File: config.mk
export PLATFORM = sky130hd
export DESIGN_NAME = muldiv_hilo
export DESIGN_NICKNAME = d
export VERILOG_FILES = /design/src/rtl/muldiv_hilo.sv
export SDC_FILE = /design/constraint.sdc
export NUM_CORES = 2
export LEC_CHECK = 0
export CAP_MARGIN = 5
export CORE_MARGIN = 2
export CORE_UTILIZATION = 62
export CTS_CLUSTER_SIZE = 40
export DETAILED_ROUTE_END_ITERATION = 16
export PLACE_DENSITY = 0.83
export SETUP_SLACK_MARGIN = 0.1
export SYNTH_ARGS = -nofsm -noshare
export SYNTH_HDL_FRONTEND = slang
export SYNTH_SLANG_ARGS = --single-unit
File: constraint.sdc
create_clock -name clk_i -period 9.7 [get_ports clk_i]
set_clock_uncertainty 0.05 [all_clocks]
set_input_delay 2.425 -clock clk_i [delete_from_list [all_inputs] [get_ports clk_i]]
set_output_delay 2.425 -clock clk_i [all_outputs]
set_load 0.01 [all_outputs]
File: src/rtl/muldiv_hilo.sv
// ---------------------------------------------------------------------------
// muldiv_hilo
//   Multi-cycle multiply/divide unit with HI/LO result registers. It sits
//   beside the ALU in EX. A start pulse launches one of these operations:
//   MULTU, MULT, DIVU, DIV, MTHI or MTLO. HI/LO feed the MFHI/MFLO datapath.
//   Signed operations run on operand magnitudes through the unsigned
//   multiplier (multu) and the restoring divider. Signs are fixed up when
//   the result is written.
//
// Ports
//   clk_i    in   1  clock, rising edge
//   rstn_i   in   1  synchronous active-low reset
//   start_i  in   1  request, sampled only while IDLE
//   op_i     in   3  000 MULTU, 001 MULT, 010 DIVU, 011 DIV, 100 MTHI,
//                    101 MTLO, 11x reserved (ignored)
//   a_i      in   N  operand A / dividend / MTHI-MTLO data
//   b_i      in   N  operand B / divisor
//   busy_o   out  1  high while a MUL or DIV is in flight
//   done_o   out  1  one-cycle completion pulse, HI/LO valid alongside it
//   dz_o     out  1  divide-by-zero flag, only meaningful with done_o
//   hi_o     out  N  HI register
//   lo_o     out  N  LO register
// ---------------------------------------------------------------------------

// multu: combinational unsigned N x N -> 2N multiplier core.
module multu #(
  parameter int N = 32
) (
  input  logic [N-1:0]   a,
  input  logic [N-1:0]   b,
  output logic [2*N-1:0] p
);

  assign p = {{N{1'b0}}, a} * {{N{1'b0}}, b};

endmodule

module muldiv_hilo #(
  parameter int N = 32
) (
  input  logic         clk_i,
  input  logic         rstn_i,
  input  logic         start_i,
  input  logic [2:0]   op_i,
  input  logic [N-1:0] a_i,
  input  logic [N-1:0] b_i,
  output logic         busy_o,
  output logic         done_o,
  output logic         dz_o,
  output logic [N-1:0] hi_o,
  output logic [N-1:0] lo_o
);

  localparam int CW = $clog2(N) + 1;

  localparam logic [2:0] OP_MULTU = 3'b000;
  localparam logic [2:0] OP_MULT  = 3'b001;
  localparam logic [2:0] OP_DIVU  = 3'b010;
  localparam logic [2:0] OP_DIV   = 3'b011;
  localparam logic [2:0] OP_MTHI  = 3'b100;
  localparam logic [2:0] OP_MTLO  = 3'b101;

  typedef enum logic [1:0] {IDLE, MUL, DIV} state_t;

  // Single-edge writes (MTHI, MTLO, divide by zero) never leave IDLE.
  // They are parked here for one edge so they complete at E1, as MUL does.
  typedef enum logic [1:0] {PEND_DZ, PEND_HI, PEND_LO} pend_t;

  state_t         state;
  logic [N-1:0]   mag_a;
  logic [N-1:0]   mag_b;
  logic           neg_q;
  logic           neg_r;
  logic [N-1:0]   rem;
  logic [N-1:0]   quo;
  logic [CW-1:0]  count;
  logic           pend_valid;
  pend_t          pend_op;
  logic [N-1:0]   pend_data;

  logic           op_valid;
  logic           is_signed;
  logic [N-1:0]   abs_a;
  logic [N-1:0]   abs_b;
  logic [2*N-1:0] product;
  logic [2*N-1:0] prod_res;
  logic [N:0]     shifted;
  logic           q_bit;
  logic [N-1:0]   rem_next;
  logic [N-1:0]   quo_next;
  logic [N-1:0]   div_lo;
  logic [N-1:0]   div_hi;

  assign op_valid  = !(op_i[2] && op_i[1]);
  assign is_signed = op_i[0] && !op_i[2];

  // The most-negative value has magnitude 2^(N-1). That still fits in N
  // unsigned bits, so the overflow case DIV MIN/-1 needs no special path.
  assign abs_a = (is_signed && a_i[N-1]) ? -a_i : a_i;
  assign abs_b = (is_signed && b_i[N-1]) ? -b_i : b_i;

  multu #(.N(N)) u_multu (
    .a (mag_a),
    .b (mag_b),
    .p (product)
  );

  assign prod_res = neg_q ? -product : product;

  // One restoring step: bring in the next dividend bit, subtract when it fits.
  // Because rem < divisor, a successful subtraction always fits in N bits.
  assign shifted  = {rem, quo[N-1]};
  assign q_bit    = (shifted >= {1'b0, mag_b});
  assign rem_next = q_bit ? (shifted[N-1:0] - mag_b) : shifted[N-1:0];
  assign quo_next = {quo[N-2:0], q_bit};
  assign div_lo   = neg_q ? -quo_next : quo_next;
  assign div_hi   = neg_r ? -rem_next : rem_next;

  assign busy_o = (state != IDLE);

  always_ff @(posedge clk_i) begin
    if (!rstn_i) begin
      state      <= IDLE;
      hi_o       <= '0;
      lo_o       <= '0;
      done_o     <= 1'b0;
      dz_o       <= 1'b0;
      mag_a      <= '0;
      mag_b      <= '0;
      neg_q      <= 1'b0;
      neg_r      <= 1'b0;
      rem        <= '0;
      quo        <= '0;
      count      <= '0;
      pend_valid <= 1'b0;
      pend_op    <= PEND_DZ;
      pend_data  <= '0;
    end else begin
      done_o <= 1'b0;
      dz_o   <= 1'b0;
      unique case (state)
        IDLE: begin
          if (pend_valid) begin
            pend_valid <= 1'b0;
            done_o     <= 1'b1;
            unique case (pend_op)
              PEND_DZ: begin
                hi_o <= pend_data;
                lo_o <= '1;
                dz_o <= 1'b1;
              end
              PEND_HI: hi_o <= pend_data;
              PEND_LO: lo_o <= pend_data;
              default: ;
            endcase
          end
          if (start_i && op_valid) begin
            unique case (op_i)
              OP_MULTU, OP_MULT: begin
                mag_a <= abs_a;
                mag_b <= abs_b;
                neg_q <= is_signed && (a_i[N-1] ^ b_i[N-1]);
                state <= MUL;
              end
              OP_DIVU, OP_DIV: begin
                if (b_i == '0) begin
                  pend_valid <= 1'b1;
                  pend_op    <= PEND_DZ;
                  pend_data  <= a_i;
                end else begin
                  mag_b <= abs_b;
                  neg_q <= is_signed && (a_i[N-1] ^ b_i[N-1]);
                  neg_r <= is_signed && a_i[N-1];
                  rem   <= '0;
                  quo   <= abs_a;
                  count <= '0;
                  state <= DIV;
                end
              end
              OP_MTHI: begin
                pend_valid <= 1'b1;
                pend_op    <= PEND_HI;
                pend_data  <= a_i;
              end
              OP_MTLO: begin
                pend_valid <= 1'b1;
                pend_op    <= PEND_LO;
                pend_data  <= a_i;
              end
              default: ;
            endcase
          end
        end
        MUL: begin
          {hi_o, lo_o} <= prod_res;
          done_o       <= 1'b1;
          state        <= IDLE;
        end
        DIV: begin
          rem   <= rem_next;
          quo   <= quo_next;
          count <= count + CW'(1);
          // The Nth iteration writes the final quotient/remainder directly.
          if (count == CW'(N - 1)) begin
            lo_o   <= div_lo;
            hi_o   <= div_hi;
            done_o <= 1'b1;
            state  <= IDLE;
          end
        end
        default: state <= IDLE;
      endcase
    end
  end

endmodule
==> summary.txt <==
Worst setup path
  – Setup CP Type: flip-flop to flip-flop
  – Startpoint types: flip-flop
  – Crit end category: flip-flop
  – R2R depth: 25
  – Critical Path Fanout Max: 16
  – CP arrival: 9750 ps
  – WP data required: 10,160 ps

Synth
  – Top cells by count, synth: inv_1 (924), nand2_1 (911), fa_1 (897), and2_1 (619), clkbuf_1 (358)
  – Syn. warnings: 0
  – Post-synth EDFFs: 0
  – Register area share after synthesis: a little under a tenth
  – Post-Synthesis Cells: 6,198
  – Post-synth top area share: a little over a third
  – Cell taking the most area after synthesis: fa_1
  – Most frequent cell after synthesis: inv_1
  – Syn Nets: about 7,500
  – Ys async rst share: 0%
  – Post-Syn Area per Cell: between 8 and 9 um2
  – Most used DFF post-synth: dfxtp_1
  – Register bit total from synthesis: about 240
  – Distinct cells, synth: 96
  – Netlist Area Pre-Place: roughly 52,000 um2
  – Main area contributors after synthesis: fa_1 (35%), dfxtp_1 (9.3%), ha_1 (7.5%)

CTS
  – Num CTS Buffers: 30
  – Clock sink count: ~240
  – Root Driver: clkbuf_16
  – Hold buffers post-CTS: 0
  – Worst skew pair latency: 630 ps
  – CTS tree: done
  – Worst-path clk slew: about 60 ps
  – CTS max path bufs: 3
  – H-tree levels: 1

Drt
  – WL met2: just over 70 mm
  – ANT nets after route: 0
  – Vias per cell: around 6.2
  – Drt wl/cell: around 21 um
  – # DRC: 0
  – WL met3: 15.2 mm
  – Initial drt markers: 4,424
  – Post-Route WL: about 150 mm
  – Top Layer Used: met5
  – Drt first pass iters: 7
  – Vias: between 40,000 and 50,000
  – M1 wire length: slightly above 60 mm

Global route
  – First-pass GRT wire length: 250 mm
  – Antenna violations before repair: 3
  – GRT Resource Usage Total: a little under two fifths
  – Vias in the first global route: 46,300
  – Largest net degree at the start of global routing: about 130
  – GRT overflow: 0

Floorplan
  – Die area: ~86,000 um2
  – Initial Util: 62.8%
  – Core Box Area: 82,200 um2
  – Chip Width: between 200 and 300 um
  – Site Rows: about 110
  – Die Y: 293 um
  – I/O pins: 137

Timing
  – Final Setup Violations: 0
  – Final Critical Period: 9300 ps
  – Worst-margin pin slew: between 1000 and 1500 ps
  – RSZ-0062 raised after global routing: no
  – Fmax: between 100 and 150 MHz
  – Final Cycle Share: 95.8%
  – Hold Fails Final Rpt: 0
  – Worst hold margin: approximately 420 ps
  – Final WS setup: between 400 and 500 ps
  – Pins Over Slew Limit: 0
  – Slew margin rel.: about 30%

Finish
  – Final core utilization: about two thirds
  – Cell area after layout: approximately 56,000 um2
  – Layout cells sized above 1: roughly 5.5%
  – Ant. Diodes: 0
  – Layout Nets: between 7,000 and 8,000
  – Fillers: approximately 6,500
  – Syn-to-layout area delta: 7.60%

Power
  – Power Density: approximately 74 nW/um2
  – Peak supply drop: 0.169 mV
  – Static leakage: ~26 nW

Placement
  – Port Buffer Count: approximately 140
  – GPL Wtd Cong: slightly above 1
  – DP Area: 54,500 um2
  – HPWL after detailed placement: 127 mm
  – Pre-CTS worst setup slack: -47.2 ps

Min path
  – HP Class: flip-flop to flip-flop
  – Hold Path Stages: 2

Run
  – MaxCap Viol Count: 0

Run status
  – Outcome: finished, final reports clean
placed cells by master, fill, tap and decap left out, types with 94 or more instances in the layout:
master	netlist	layout
a21oi_1	217	215
and2_1	619	619
buf_4	0	194
clkdlybuf4s50_1	0	135
dfxtp_1	239	212
fa_1	897	897
ha_1	310	307
inv_1	924	924
nand2_1	911	909
nor2_1	189	189
nor3_1	95	94
o21ai_0	176	176
xnor2_1	148	148
area by class of cell:
| type | count | area (um2) | area share (%) |
|---|---|---|---|
| timing repair buffer | 340 | 3020 | 5.43 |
| clock inverter | 12 | 105 | 0.189 |
| sequential | 239 | 4820 | 8.67 |
| inverter | 927 | 3480 | 6.26 |
| clock buffer | 41 | 832 | 1.50 |
| tap | 1070 | 1340 | 2.41 |
| multi-input combinational | 4642 | 42000 | 75.5 |
registers in the layout, indices dropped and copies added (netlist names), 2 cells and up:
| name | flops |
|---|---|
| hi_o | 32 |
| lo_o | 32 |
| mag_a | 32 |
| mag_b | 32 |
| pend_data | 32 |
| quo | 32 |
| rem | 32 |
| count | 6 |
| pend_op | 2 |
| state | 2 |
kinds of logic after synthesis:
logic type,Yosys count,synth area share (%)
xor+xnor,224,3.80
simple gates,2206,21.4
compound gates,965,12.9
flops,239,9.26
fa+ha+maj,1207,42.3
buf+inv,1317,9.64
mux,40,0.797
where the power goes:
| group | internal [mW] | total [mW] | leakage (nW) | switching (mW) |
|---|---|---|---|---|
| logic | 0.715 | 1.87 | 24.0 | 1.16 |
| clock network | 0.602 | 1.11 | 0.448 | 0.511 |
| registers | 1.03 | 1.14 | 1.95 | 0.109 |
worst paths after layout:
path,to,start,slack (ps)
max reg2reg,hi_o[28],mag_a[22],400
min reg2reg,rem[30],rem[30],420
max,hi_o[28],mag_a[22],400
min,rem[30],rem[30],420
routing by layer:
| layer | vias up | GRT usage, % |
|---|---|---|
| li1 | 19800 | - |
| met1 | 22300 | 50.6 |
| met2 | 2377 | 59.6 |
| met3 | 399 | 5.79 |
| met4 | 4 | 12.0 |
| met5 | - | 2.04 |
through the flow:
step	cells	TNS (ps)	total power, mW
4_1_cts	7270	0	4.08
5_1_grt	7271	0	4.33
2_1_floorplan	6198	0	2.29
3_5_place_dp	7217	-101	2.95
3_3_place_gp	7217	0	2.93
6_report	7271	0	4.13
critical path, cell delays in order (launching register included):
cell and delay [ps]:
dfxtp_1 740, nand2_1 170, fa_1 530, fa_1 550
fa_1 530, fa_1 530, inv_1 60, fa_1 570
fa_1 430, fa_1 600, fa_1 460, ha_1 460
and4_1 340, nor3b_2 280, o211ai_1 140, o22ai_2 280
o21ai_0 190, a31oi_1 200, xnor2_1 350, or4b_1 560
buf_4 190, nor4_2 270, buf_4 210, a31oi_1 100
xnor2_1 320, o2bb2ai_1 100
what timing repair did:
action / CTS / global route
buffers inserted: 0 / 1
resized for setup: 10 / 26
pin swaps: 0 / 1
endpoints found under the setup margin: 14 / 34
Note: power is estimated with default switching activity, not from simulation.
